--- src/rtl/mem_access_unit.sv ---
// Multicycle memory sequencer: arbitrates fetch/load/store into single accesses
// of the unified memory and holds the PC, IR and MDR.
module mem_access_unit #(
  parameter int ADDR_WIDTH = 8,
  parameter int DATA_WIDTH = 16,
  parameter int RESET_PC   = 0
) (
  input  logic                  clock,
  input  logic                  reset,
  input  logic                  fetch_req,
  input  logic                  load_req,
  input  logic                  store_req,
  input  logic [ADDR_WIDTH-1:0] addr_in,
  input  logic [DATA_WIDTH-1:0] data_in,
  input  logic                  pc_load,
  input  logic [ADDR_WIDTH-1:0] pc_in,
  output logic                  busy,
  output logic                  done,
  output logic [ADDR_WIDTH-1:0] pc,
  output logic [DATA_WIDTH-1:0] ir,
  output logic [DATA_WIDTH-1:0] mdr,
  output logic [ADDR_WIDTH-1:0] mem_address,
  output logic                  mem_write_enable,
  output logic [DATA_WIDTH-1:0] mem_data_out,
  input  logic [DATA_WIDTH-1:0] mem_data_in
);

  typedef enum logic [1:0] {IDLE, ACCESS, DONE} state_t;
  typedef enum logic [1:0] {OP_NONE, OP_FETCH, OP_LOAD, OP_STORE} op_t;

  state_t                state;
  op_t                   op;
  logic [ADDR_WIDTH-1:0] addr_reg;
  logic [DATA_WIDTH-1:0] wdata_reg;

  always_ff @(posedge clock) begin
    if (reset) begin
      state     <= IDLE;
      op        <= OP_NONE;
      pc        <= ADDR_WIDTH'(RESET_PC);
      ir        <= '0;
      mdr       <= '0;
      addr_reg  <= '0;
      wdata_reg <= '0;
      busy      <= 1'b0;
      done      <= 1'b0;
    end else begin
      case (state)
        IDLE: begin
          // A PC overwrite wins the cycle; any request alongside it is dropped.
          if (pc_load) begin
            pc <= pc_in;
          end else if (fetch_req || load_req || store_req) begin
            if (fetch_req)     op <= OP_FETCH;
            else if (load_req) op <= OP_LOAD;
            else               op <= OP_STORE;
            addr_reg  <= fetch_req ? pc : addr_in;
            wdata_reg <= data_in;
            state     <= ACCESS;
            busy      <= 1'b1;
          end
        end
        ACCESS: begin
          case (op)
            OP_FETCH: begin
              ir <= mem_data_in;
              pc <= pc + 1'b1;
            end
            OP_LOAD: mdr <= mem_data_in;
            default: ;
          endcase
          state <= DONE;
          done  <= 1'b1;
        end
        DONE: begin
          state <= IDLE;
          op    <= OP_NONE;
          busy  <= 1'b0;
          done  <= 1'b0;
        end
        default: begin
          state <= IDLE;
          busy  <= 1'b0;
          done  <= 1'b0;
        end
      endcase
    end
  end

  // Reset gates the write combinationally so an interrupted store never lands.
  assign mem_address      = (state == ACCESS) ? addr_reg : pc;
  assign mem_write_enable = (state == ACCESS) && (op == OP_STORE) && !reset;
  assign mem_data_out     = wdata_reg;

endmodule

--- config.mk ---
export PLATFORM = sky130hd
export DESIGN_NAME = mem_access_unit
export DESIGN_NICKNAME = d
export VERILOG_FILES = /design/src/rtl/mem_access_unit.sv
export SDC_FILE = /design/constraint.sdc
export NUM_CORES = 1
export LEC_CHECK = 0
export ABC_AREA = 1
export CORE_MARGIN = 5
export CORE_UTILIZATION = 42
export DETAILED_ROUTE_END_ITERATION = 6
export PLACE_DENSITY = 0.79
export SETUP_SLACK_MARGIN = 0.1
export SYNTH_ARGS = -nofsm -noshare
export SYNTH_HDL_FRONTEND = slang
export SYNTH_SLANG_ARGS = --single-unit
--- constraint.sdc ---
create_clock -name clock -period 1.47 [get_ports clock]
set_input_delay 0.2205 -clock clock [delete_from_list [all_inputs] [get_ports clock]]
set_output_delay 0.2205 -clock clock [all_outputs]
set_load 0.005 [all_outputs]
* Yosys cells after proc, flatten, opt, wreduce, memory -nomap -nowiden *
Index checks and enable logic that the tools add are counted.
Widths: inputs -> output; s select.

word-level totals
  register bits = 70
  input bits = 54
  word-level logic and storage cells = 53

operators by class
  $add $sub $neg = 1
  equal/unequal tests = 9
  mux-type cells = 17
  bitwise logic cells = 2
  reduce and logical (&&, ||, !) cells = 15

operators with widths
  cell                 number
  $mux 8               4
  $pmux 8 s2           1
  $reduce_and 3->1     4
  $mux 2               5
  $add 8x1->8 const B  1
  $pmux 2 s2           2
  $eq 2x2->1 const B   3
  $ne 2x2->1 const B   3
  $reduce_and 2->1     3
  $eq 2x1->1 const B   2
  $pmux 1 s2           2
  $reduce_bool 2->1    2
  $mux 1               3
  $logic_and 1x1->1    2
  $logic_not 2->1      1
  $logic_or 1x1->1     2
  $ne 2x1->1 const B   1
  $not 1->1            2
  $logic_not 1->1      1

* Depth between registers and ports, before layout *
  depth after elaboration = 5
  mapped depth = 8
  depth with buffers taken out = 8

* Worst setup path before layout *
Ideal clock, no wire load.

  path kind = flip-flop to flip-flop
  from = register state[0]
  to = register pc[5]
  data arrival time = 1095 ps
  data required time = 1355 ps
  path slack = 260 ps
  stages on the path, launching flop included = 8
  period minus slack after synthesis = 1210 ps
  cell sequence = dfxtp_1 inv_2 nor2_4 buf_4 buf_2 nand3_1 a21oi_1 nor2_1

on the way
  cells in the longest elaborated chain, start to end = 3

RTL lines
  what                                                       RTL line  RTL
  from (decl)                                                31        state_t state;
  from (signal assigned)                                     38        state <= IDLE;
  from (signal assigned)                                     59        state <= ACCESS;
  from (signal assigned)                                     72        state <= DONE;
  $eq 2x1->1 or $logic_not 2->1 (tied branches)              48        case (state)
  $ne 2x1->1 (no source line), or another cell as far along  -
  $reduce_and 3->1 (no source line)                          -
  to (signal assigned)                                       40        pc <= ADDR_WIDTH'(RESET_PC);
  to (signal assigned)                                       52        pc <= pc_in;
  to (signal assigned)                                       67        pc <= pc + 1'b1;
  to (decl)                                                  19        output logic [ADDR_WIDTH-1:0] pc,

Parallel ways exist; a longest one is shown, timed or not.
A chain may end at the register's enable or synchronous reset.

* Final worst setup path *
  from = register state[0]
  to = output port mem_address[0]

on the way
  cells in the longest elaborated chain, start to end = 2

RTL lines
  what        RTL line  RTL
  $eq 2x1->1  91        assign mem_address = (state == ACCESS) ? addr_reg : pc;
  $mux 8      91
  to (decl)   22        output logic [ADDR_WIDTH-1:0] mem_address,

No other way between the ends.

==> results.md <==
* Fin crit share at 110%
* Status: finished, violations left
* PortBufs at 120
* Routed vias at 3113
* Worst setup path startpoint: state[0]
* Clk_lat worst skew at 0.33 ns
* Die area at 8560 sq um
* Crit path kind: reg -> out
* Hold buffer count at CTS at 0
* Placeable Area at 6720 sq um
* FF-to-FF setup slack at -0.13 ns
* Crit-path max FO at 5
* Violated checks: negative setup slack
* R2r worst-path depth at 10
* TritonCTS Sinks at 70
* First-pass DRT Iterations at 4
* Minimum clock period after layout at 1.62 ns
* Worst hold slack at 0.478 ns
* Worst path required time at 1.25 ns
* N_diodes at 0
* Syn nets at 440
* Cells after Synth at 385
* H-tree depth at 3
* Pwr per Cell Area at 1120 nW/um^2
* Std cell rows at 30
* Final HPWL from detailed placement at 5930 um
* Critical R2R Capture: mdr[3]
* R2r startpoint: state[0]
* Clock Tree Buf Depth at 2
* RSZ-0062 raised after global routing: true
* Vias in the first global route at 2957
* CP endpoint: mem_address[0]
* Worst VDD drop at 0.692 mV
* CP Launch Type: flop
* Setup violators final at 48
* Total power at 5.41 mW
* Final core occ at 71.8%
* Routed Antenna Nets at 0
* Grt ovf at 0
* Die Y-Extent at 92.5 um
* GRT Total Usage at 20.1%
* Initial antenna violation count at 0
* F_max at 616 MHz
* Final-report hold violation count at 0
* Worst slew pin tran at 0.443 ns
* Routed wire length at 9000 um
* Number of buffers created by CTS at 9
* Setup TNS at -3.42 ns
* Vias per cell at 4.94
* FF+latch count, synth at 70
* Synth cell types at 25
* Sequential area share after synthesis at 49.0%
* Synthesized area at 2860 sq um
* Initial core utilization at 42.6%
* Synth Warn # at 0
* Max-slew violation count at 0
* Clock transition at path regs at 0.08 ns
* Hold WC Path Type: in -> reg
* Hold Crit Depth at 3
* DRC at 0
* DR iter-0 viols at 120
* Most frequent CP cell: buf_6
* Clk_skew at 0.00569 ns
* PnR worst setup slack at -0.152 ns
* First-pass GRT wire length at 14000 um
* Crit-path max cell delay at 0.33 ns
* Leak pwr at 2.24 nW
* Worst slew margin at 70.4%
* RePlAce Congestion at 0.832
* DIE WIDTH at 92.5 um
* Critical path arrival at 1.40 ns
* Root Driver: clkbuf_8
* Pre-CTS setup slack at -0.221 ns
* Area grow syn2layout at 68.5%
* Crit. End Element: output port
* Fin nets at 600
* Routed len/inst at 14.3 um
* Largest net degree at the start of global routing at 62
* Crit-path cells: inv_2, nor2_4, buf_6, buf_6, buf_6, nand2_2, o21ai_1, buf_2
* IO Count at 121
* CTS tree: done
* Critical path's slowest cell: dfxtp_2
* Share of cells above drive strength 1 at 24.2%
* Number of max-cap violations at 0
* Mean Syn Cell Area at 7.43 sq um
[metal layers]
layer | vias up | part of all wire (%) | track usage [%] | wire length (um)
li1 | 1574 | - | - | -
met1 | 1413 | 43 | 25.3 | 3830
met4 | 0 | 1.1 | 6.19 | 97
met2 | 113 | 49 | 33.8 | 4380
met5 | - | 0 | 0 | 0
met3 | 13 | 7.7 | 5.04 | 691
[power breakdown]
part	total [mW]	internal, mW	switching, mW
logic	1.34	0.705	0.631
clock network	1.89	1.13	0.753
registers	2.19	2.08	0.112
[cell usage after synthesis]
library cell | count | area share [%]
nand2_1 | 41 | 5.4
ha_1 | 1 | 0.44
buf_4 | 4 | 1.0
nand3_4 | 1 | 0.61
nand2_2 | 1 | 0.22
mux2i_1 | 8 | 2.8
o21ai_1 | 7 | 1.2
nor2_4 | 1 | 0.39
inv_1 | 13 | 1.7
a21oi_1 | 16 | 2.8
nand3b_1 | 1 | 0.26
nand2_4 | 2 | 0.79
nand3_1 | 10 | 1.7
or2_2 | 2 | 0.44
buf_2 | 6 | 1.0
dfxtp_1 | 70 | 49
nor2_1 | 113 | 15
nor2_2 | 1 | 0.22
clkbuf_1 | 8 | 1.0
buf_6 | 1 | 0.39
inv_2 | 6 | 0.79
nand3_2 | 1 | 0.35
o21ai_0 | 68 | 12
a31oi_1 | 1 | 0.22
nor3_1 | 2 | 0.35
[logic make-up after synthesis]
kind of cell / count (synthesis) / share of synthesized area [%]
AO/OA/AOI/OAI: 92 / 16.1
adder cells (fa/ha/maj): 1 / 0.437
buffers and inverters: 38 / 6.04
flip-flops: 70 / 49.0
multiplexers: 8 / 2.80
AND/OR/NAND/NOR: 176 / 25.6
[repair_timing]
action / 4_1_cts / 5_1_grt
resized for setup: 139 / 72
gates cloned: 0 / 1
pin swaps: 1 / 8
endpoints found under the setup margin: 105 / 69
buffers inserted: 13 / 7
[critical path, delay by kind of cell (launching register included)]
family	cells	cell delay, ns
flops	1	0.33
compound gates	1	0.06
buf+inv	5	0.49
simple gates	2	0.18
[cell usage in the layout (no fill, tap or decap), types with 5 or more instances in the layout]
master,netlist,routed
dfxtp_2,0,13
nand3_1,10,10
buf_6,1,14
o21ai_1,7,28
o21ai_0,68,30
clkdlybuf4s50_1,0,53
nand2_1,41,35
buf_4,4,29
clkbuf_8,0,9
buf_2,6,9
mux2i_1,8,8
o21ai_2,0,17
dfxtp_1,70,55
inv_1,13,13
nor2_1,113,108
nor2_2,1,5
dlygate4sd2_1,0,58
a21oi_1,16,14
nand2_2,1,5
[cell type report]
cell class | instances | area (sq um)
Tap cell | 80 | 100
Sequential cell | 70 | 1430
Fill cell | 544 | 1900
Inverter | 19 | 86.3
Clock buffer | 9 | 124
Timing Repair Buffer | 168 | 1550
Clock inverter | 7 | 120
Multi-Input combinational cell | 277 | 1420
[stage by stage]
| stage | cells | cell area, sq um |
|---|---|---|
| 2_1_floorplan | 385 | 2860 |
| 3_5_place_dp | 594 | 4280 |
| 5_1_grt | 630 | 4820 |
| 3_3_place_gp | 594 | 4280 |
| 4_1_cts | 623 | 4590 |
| 6_report | 630 | 4820 |
[how the worst min path moves through the flow]
stage / startpoint / end / slack, ns
floorplan: pc_in[1] / pc[1] / 0.38
global placement: pc[2] / pc[2] / 0.46
detailed placement: pc[2] / pc[2] / 0.47
CTS: pc_in[1] / pc[1] / 0.48
global route: pc_in[1] / pc[1] / 0.49
finish: pc_in[1] / pc[1] / 0.48
Power figures use the tool's default switching activity.
